<file path="src/rtl/mul8_share_arb_pkg.sv">
// Shared widths and payload types for the shared 8x8 signed multiplier arbiter.
package mul8_share_arb_pkg;

  localparam int unsigned MUL_W  = 8;
  localparam int unsigned PROD_W = 16;
  localparam int unsigned CNT_W  = 16;

  typedef struct packed {
    logic [MUL_W-1:0] a;
    logic [MUL_W-1:0] b;
  } op_pair_t;

endpackage

</file>
<file path="src/rtl/mul_signed8.sv">
// Combinational two's-complement 8x8 -> 16 multiplier.
module mul_signed8
  import mul8_share_arb_pkg::*;
(
  input  logic [MUL_W-1:0]  a_i,
  input  logic [MUL_W-1:0]  b_i,
  output logic [PROD_W-1:0] z_c_o
);

  logic signed [PROD_W-1:0] a_ext;
  logic signed [PROD_W-1:0] b_ext;

  // Sign-extend first so the full product survives in PROD_W bits.
  assign a_ext = PROD_W'($signed(a_i));
  assign b_ext = PROD_W'($signed(b_i));
  assign z_c_o = a_ext * b_ext;

endmodule

</file>
<file path="src/rtl/rr_arb.sv">
// Round-robin grant: first set request at or after the pointer, wrapping N-1 -> 0.
module rr_arb #(
  parameter int unsigned N   = 4,
  parameter int unsigned IDW = 2
) (
  input  logic [N-1:0]   req_i,
  input  logic [IDW-1:0] ptr_i,
  output logic [N-1:0]   gnt_c_o,
  output logic [IDW-1:0] id_c_o,
  output logic           any_c_o
);

  logic [IDW-1:0] idx_c;

  always_comb begin
    gnt_c_o = '0;
    id_c_o  = '0;
    any_c_o = 1'b0;
    idx_c   = '0;
    for (int unsigned k = 0; k < N; k++) begin
      idx_c = IDW'((32'(ptr_i) + k) % N);
      if (!any_c_o && req_i[idx_c]) begin
        any_c_o        = 1'b1;
        gnt_c_o[idx_c] = 1'b1;
        id_c_o         = idx_c;
      end
    end
  end

endmodule

</file>
<file path="src/rtl/mul8_share_arb.sv">
// N requesters share one signed multiplier through a two-stage operand/product pipeline.
module mul8_share_arb
  import mul8_share_arb_pkg::*;
#(
  parameter int unsigned N   = 4,
  parameter int unsigned IDW = 2
) (
  input  logic                 clk,
  input  logic                 clrn,
  input  logic [N-1:0]         req_valid,
  input  logic [MUL_W*N-1:0]   req_a,
  input  logic [MUL_W*N-1:0]   req_b,
  output logic [N-1:0]         req_ready,
  output logic [N-1:0]         rsp_valid,
  output logic [PROD_W-1:0]    rsp_z,
  input  logic [N-1:0]         rsp_ready,
  output logic                 busy,
  output logic [CNT_W-1:0]     op_count
);

  logic              v1_q, v1_d;
  logic [IDW-1:0]    id1_q, id1_d;
  op_pair_t          op1_q, op1_d;
  logic [N-1:0]      rsp_vld_q, rsp_vld_d;
  logic [PROD_W-1:0] z_q, z_d;
  logic [IDW-1:0]    ptr_q, ptr_d;
  logic [CNT_W-1:0]  cnt_q, cnt_d;
  logic              busy_q, busy_d;

  logic [N-1:0]      gnt_c;
  logic [IDW-1:0]    gnt_id_c;
  logic              any_c;
  logic [PROD_W-1:0] z1_c;
  op_pair_t          sel_c;
  logic              drain_c, adv2_c, load1_c, accept_c;

  rr_arb #(.N(N), .IDW(IDW)) u_rr_arb (
    .req_i   (req_valid),
    .ptr_i   (ptr_q),
    .gnt_c_o (gnt_c),
    .id_c_o  (gnt_id_c),
    .any_c_o (any_c)
  );

  mul_signed8 u_mul (
    .a_i   (op1_q.a),
    .b_i   (op1_q.b),
    .z_c_o (z1_c)
  );

  // Operand mux driven by the one-hot grant.
  always_comb begin
    sel_c = '0;
    for (int unsigned i = 0; i < N; i++) begin
      if (gnt_c[i]) begin
        sel_c.a = req_a[MUL_W*i +: MUL_W];
        sel_c.b = req_b[MUL_W*i +: MUL_W];
      end
    end
  end

  assign drain_c  = |(rsp_vld_q & rsp_ready);
  assign adv2_c   = v1_q & (~(|rsp_vld_q) | drain_c);
  assign load1_c  = ~v1_q | adv2_c;
  // Held low while in reset so every output reads zero.
  assign req_ready = (clrn && load1_c) ? gnt_c : '0;
  assign accept_c  = clrn & load1_c & any_c;

  always_comb begin
    v1_d      = v1_q;
    id1_d     = id1_q;
    op1_d     = op1_q;
    rsp_vld_d = rsp_vld_q;
    z_d       = z_q;
    ptr_d     = ptr_q;
    cnt_d     = cnt_q;

    if (adv2_c) begin
      rsp_vld_d = N'(1) << id1_q;
      z_d       = z1_c;
    end else if (drain_c) begin
      rsp_vld_d = '0;
    end

    if (accept_c) begin
      v1_d  = 1'b1;
      id1_d = gnt_id_c;
      op1_d = sel_c;
      ptr_d = (gnt_id_c == IDW'(N-1)) ? '0 : gnt_id_c + IDW'(1);
    end else if (adv2_c) begin
      v1_d = 1'b0;
    end

    if (drain_c) begin
      cnt_d = cnt_q + CNT_W'(1);
    end

    busy_d = v1_d | (|rsp_vld_d);
  end

  always_ff @(posedge clk or negedge clrn) begin
    if (!clrn) begin
      v1_q      <= 1'b0;
      id1_q     <= '0;
      op1_q     <= '0;
      rsp_vld_q <= '0;
      z_q       <= '0;
      ptr_q     <= '0;
      cnt_q     <= '0;
      busy_q    <= 1'b0;
    end else begin
      v1_q      <= v1_d;
      id1_q     <= id1_d;
      op1_q     <= op1_d;
      rsp_vld_q <= rsp_vld_d;
      z_q       <= z_d;
      ptr_q     <= ptr_d;
      cnt_q     <= cnt_d;
      busy_q    <= busy_d;
    end
  end

  assign rsp_valid = rsp_vld_q;
  assign rsp_z     = z_q;
  assign busy      = busy_q;
  assign op_count  = cnt_q;

endmodule

</file>
<file path="config.mk">
export PLATFORM = sky130hd
export DESIGN_NAME = mul8_share_arb
export DESIGN_NICKNAME = d
export VERILOG_FILES = /design/src/rtl/mul8_share_arb_pkg.sv /design/src/rtl/mul_signed8.sv /design/src/rtl/rr_arb.sv /design/src/rtl/mul8_share_arb.sv
export SDC_FILE = /design/constraint.sdc
export NUM_CORES = 1
export LEC_CHECK = 0
export CORE_MARGIN = 10
export CORE_UTILIZATION = 35
export CTS_CLUSTER_DIAMETER = 200
export DETAILED_ROUTE_END_ITERATION = 10
export PLACE_DENSITY = 0.54
export SLEW_MARGIN = 20
export SYNTH_ARGS = -nofsm -noshare
export SYNTH_HDL_FRONTEND = slang
export SYNTH_SLANG_ARGS = --single-unit
</file>
<file path="constraint.sdc">
create_clock -name clk -period 4.6 [get_ports clk]
set_input_delay 1.38 -clock clk [delete_from_list [all_inputs] [get_ports clk]]
set_output_delay 1.38 -clock clk [all_outputs]
set_load 0.01 [all_outputs]
</file>
After elaboration in Yosys (flattened, before gate mapping). Cells that the tools add are included.

Multiply operators: 1. $add $sub $neg: 5. Multiplexer cells: 38. Shift operators: 1. Magnitude comparators: 8. Reduce and logical (&&, ||, !) cells: 14. Bitwise operators: 12. Eq/ne operators: 1.

Operator list (count): $mux W16 (4); $mux W4 (7); $add A16 B1 Y16 const B (1); $mul A8 B8 Y16 (1); $mux W1 (14); $lt A2 B3 Y1 const B (4); $or A4 B4 Y4 (3); $reduce_or A4 Y1 (3); $mux W2 (5); $bmux W1 S2 (4); $demux W1 S2 (4); $ge A2 B1 Y1 const B (4); $logic_and A1 B1 Y1 (8); $add A2 B1 Y2 const B (2); $add A2 B2 Y2 const B (2); $and A4 B4 Y4 (1); $shl A1 B2 Y4 const A (1); $and A1 B1 Y1 (3); $logic_not A1 Y1 (3); $or A1 B1 Y1 (3); $eq A2 B2 Y1 const B (1); $not A1 Y1 (2).

Logic and storage cells: 89. Output and inout bits: 41. Register bits: 58. Input bits: 74.

Logic depth before layout (Yosys ltp).
Depth in word-level cells: 16. Mapped depth: 16. Depth with buffers taken out: 16.

Modules after synthesis. From an unflattened synthesis, not the netlist that was laid out.

Cells, all modules: 593. Area total of the unflattened synthesis: 5841.9 um2.

By module, submodules not included: mul8_share_arb (seq. area each 1451.4 um2, area an instance 2879.0 um2, times used 1, cells each 259); mul_signed8 (seq. area each 0.0 um2, area an instance 2543.7 um2, times used 1, cells each 289); rr_arb (seq. area each 0.0 um2, area an instance 419.2 um2, times used 1, cells each 45).

Worst setup path after synthesis. Ideal clock, no wire load.

Kind: input to output. From: input req_valid[2]. To: output req_ready[3]. Stages on the path: 9. Required time: 3220 ps. Buffers on the path: 3. Arrival time: 3090 ps. Setup slack: 130 ps. Path through: mux4_2 -> buf_6 -> or3b_1 -> a22oi_2 -> a21oi_1 -> or2_1 -> buf_6 -> buf_8 -> inv_1.

Longest elaborated chain between the ends: 13. Elaborated cells on any way between the ends: 25. Those cells by class: mux (16); bitwise (3); reduce/logical (6).

Ends and longest elaborated chain: from (decl) (line mul8_share_arb.sv:10) `input logic [N-1:0] req_valid,`; $bmux W1 S2 (line rr_arb.sv:22) `if (!any_c_o && req_i[idx_c]) begin`; $mux W1 (not written as such) (line rr_arb.sv:22); $mux W1 (line rr_arb.sv:22); $logic_not A1 Y1 (line rr_arb.sv:22); $logic_and A1 B1 Y1 (line rr_arb.sv:22); $mux W1 (line rr_arb.sv:22); $logic_not A1 Y1 (line rr_arb.sv:22); $logic_and A1 B1 Y1 (line rr_arb.sv:22); $mux W1 (line rr_arb.sv:22); $logic_not A1 Y1 (line rr_arb.sv:22); $logic_and A1 B1 Y1 (line rr_arb.sv:22); $mux W4 (*) (line rr_arb.sv:22); $mux W4 (*) (line mul8_share_arb.sv:66) `assign req_ready = (clrn && load1_c) ? gnt_c : '0;`; to (decl) (line mul8_share_arb.sv:13) `output logic [N-1:0] req_ready,`.

Every way passes the cells marked *; elsewhere a longest branch is shown, timed or not. The select of a mux whose other input is x is not followed.

Worst setup path in the final report. Ends and elaborated chain as after synthesis.

==> metrics.md <==
| Metric | Value |
|---|---|
| Layout Skew | `0.00973 ns` |
| Detailed-route wire length | `15.3 mm` |
| H-tree Lvls | `3` |
| Clk slew on worst S/H paths | `0.06 ns` |
| Post-synth top cells | `inv_1 (93), nand2_1 (64), dfrtp_1 (58), fa_1 (55), and2_1 (48)` |
| Yosys reg bits | `58` |
| Period utilization | `97.7%` |
| Core area | `0.0167 sq mm` |
| Met1 Track Usage GR | `between 10% and 20%` |
| CP startpoint kind | `input pin` |
| Slack of the worst reg-to-reg path | `between 0.2 and 0.25 ns` |
| Nets | `929` |
| Largest net degree at the start of global routing | `60` |
| Adder-cell share of the synthesized area | `approximately 26%` |
| Layout area overhead | `31.7%` |
| Pre-antenna DRT Iters | `4` |
| Worst min path class | `flip-flop to flip-flop` |
| WP data required | `3.22 ns` |
| DRC | `0` |
| Met3 global-route usage | `5.37%` |
| R2R depth | `15` |
| Ant diodes | `0` |
| Top cells by area, synth | `dfrtp_1 (24%), fa_1 (18%), ha_1 (7.3%)` |
| Worst Path Buf+Inv | `5` |
| Initial antenna violation count | `0` |
| CP max FO | `7` |
| Critical path arrival | `3.11 ns` |
| Clock tree buffer depth | `2` |
| Multiplexer area fraction after synthesis | `between 3 and 4%` |
| Fmax | `223 MHz` |
| Outcome | `completed` |
| Root Driver | `clkbuf_16` |
| Crit-path slowest cell | `mux4_2` |
| Hold Path End | `op_count[15]` |
| Simple-Gate Fraction of Synth Area | `16.1%` |
| EDFF count, synth | `0` |
| Die H | `about 150 um` |
| Syn_area_per_cell | `9.63 sq um` |
| M2 GR Usage | `a little over a fifth` |
| Placer Congestion | `0.858` |
| CP Class | `input pin to output port` |
| I/O pin count | `115` |
| First-pass GRT wire length | `25.7 mm` |
| Max-Cap Viols | `0` |
| CP endpoint kind | `output port` |
| Hold Crit Start | `op_count[15]` |
| Routed Antenna Nets | `0` |
| Ys async rst share | `100%` |
| Largest family of logic cells by synthesized area | `adder cells` |
| Slew Limit Fails | `0` |
| Cell breakdown of the critical path | `buf_2 -> mux4_2 -> buf_6 -> nor4b_4 -> buf_4 -> a21oi_1 -> or2_1 -> inv_1 -> buf_6` |
| Sink Count | `58` |
| Share of layout cells above drive strength 1 | `14.8%` |
| Worst path max stage delay | `0.53 ns` |
| Die ar. | `roughly 0.023 sq mm` |
| Iter 0 DRT Violations | `212` |
| Synth Net Count | `789` |
| Hold Buf Count CTS | `0` |
| Rel. slew slack | `42.4%` |
| Grt peak-use layer | `met2` |
| Post-synth top area cell | `dfrtp_1` |
| Synth Warn # | `0` |
| Post-DR wirelength/cell | `about 15 um` |
| Clk_lat worst skew | `0.33 ns` |
| Post-DP HPWL | `12.9 mm` |
| Vias | `4872` |
| Final min period | `4.49 ns` |
| R2R Path Start | `op1_q[4]` |
| Post-synthesis xor/xnor area fraction | `4.51%` |
| Mapped Cells | `625` |
| Crit Reg-Reg Endpoint | `rsp_z[14]` |
| Global route overflow | `0` |
| Final-report setup violation count | `0` |
| # rows | `47` |
| Unique cell type count in the Yosys netlist | `60` |
| TritonCTS clock tree | `yes` |
| Vias in the first global route | `about 5100` |
| Top-area cell type share of the netlist area | `24.1%` |
| Vias/cell | `about 4.9` |
| Most frequent CP cell | `buf_6` |
| Seq/Total Area, Yosys | `around 24%` |
| Compound-gate portion of the synthesized area | `between 15 and 20%` |
| Delay-heaviest family, CP | `buffers and inverters` |
| WHS Path Cells | `1` |
| Endpoints failing hold | `0` |
| Setup TNS Final | `0 ns` |
| Post-synth top flop | `dfrtp_1` |
| Count leader, synth | `inv_1` |
| Slew @ Worst Pin | `0.861 ns` |
| Die width | `~150 um` |
| CTS buffer count | `9` |
| PortBufs | `around 110` |
| Post-Syn Area | `0.00602 sq mm` |
| Initial Utilization | `36.1%` |
| Gr usage total | `between 10 and 15%` |
-- metal layers --
| metal | part of all wire [%] | vias up | routed length (um) |
|---|---|---|---|
| met5 | 0 | - | 0 |
| met4 | 0.75 | 0 | 114 |
| met3 | 7.9 | 8 | 1210 |
| met2 | 46 | 111 | 6980 |
| met1 | 46 | 2349 | 6980 |
| li1 | - | 2404 | - |
-- registers in the layout, summed over array words and instances (netlist names), named ones only --
name / flops
rsp_z: 16
ptr_q: 1
rsp_valid: 4
op1_q: 16
id1_q: 2
v1_q: 1
op_count: 16
busy: 1
-- metrics by stage --
stage	instances	util, %	hold WS (ns)	setup slack [ns]	cell area [sq um]
floorplan	625	-	0.482	0.130	6020
global route	990	47.5	0.492	-0.00490	7930
CTS	990	47.4	0.469	0.00198	7920
finish	990	47.5	0.460	0.107	7930
detailed placement	971	45.3	0.462	-0.713	7570
global placement	971	45.3	0.455	-0.663	7570
-- cell families (layout without fill, tap and decap cells) --
family,after synthesis,after routing
mux,13,13
fa+ha+maj,90,90
flops,58,58
xor+xnor,31,31
buf+inv,116,261
simple gates,190,190
compound gates,127,127
-- what timing repair did --
| action | CTS | global route |
|---|---|---|
| gates resized for setup | 34 | 10 |
| endpoints found under the setup margin | 4 | 8 |
| pin swaps | 2 | 3 |
| buffers inserted | 3 | 0 |
-- worst max-delay path by stage --
stage                  from      endpoint  slack [ns]  cells past startpoint
2_1_floorplan  req_valid[2]  req_ready[3]        0.13                      9
3_3_place_gp   req_valid[2]  req_ready[3]       -0.66                      8
3_5_place_dp   req_valid[2]  req_ready[2]       -0.71                      8
4_1_cts        req_valid[3]  req_ready[3]       0.002                      9
5_1_grt           op1_q[11]     rsp_z[13]      -0.005                     14
6_report       req_valid[2]  req_ready[3]        0.11                      9
-- placed cells by master (no fill, tap or decap), drive strengths merged, types with 3 or more instances in the layout --
cell	n
dfrtp	58
a22oi	5
o21ai	15
a22o	4
o21a	16
nand2	64
or3	3
mux2	8
fa	55
bufinv	3
ha	35
o221ai	32
nand3	5
o211ai	4
mux4	4
a311oi	16
a211oi	4
buf	46
a21o	5
inv	94
o31ai	5
nor2b	8
nand2b	4
clkbuf	10
a21oi	11
xnor2	21
xor2	10
and3	3
and2	48
clkdlybuf4s50	105
nor2	33
nor3	8
-- area by class of cell --
class                   count  area, sq um
well taps                 220          275
clock buffers               9          225
clock inverters             7          116
multi-input cells         451         4100
fillers                  1618         8770
flip-flops and latches     58         1460
inverters                  93          349
repair buffers            152         1400
Power is left out: the tool's default activity adds up to more than one toggle a clock period on the data nets, which glitch-free logic cannot reach.
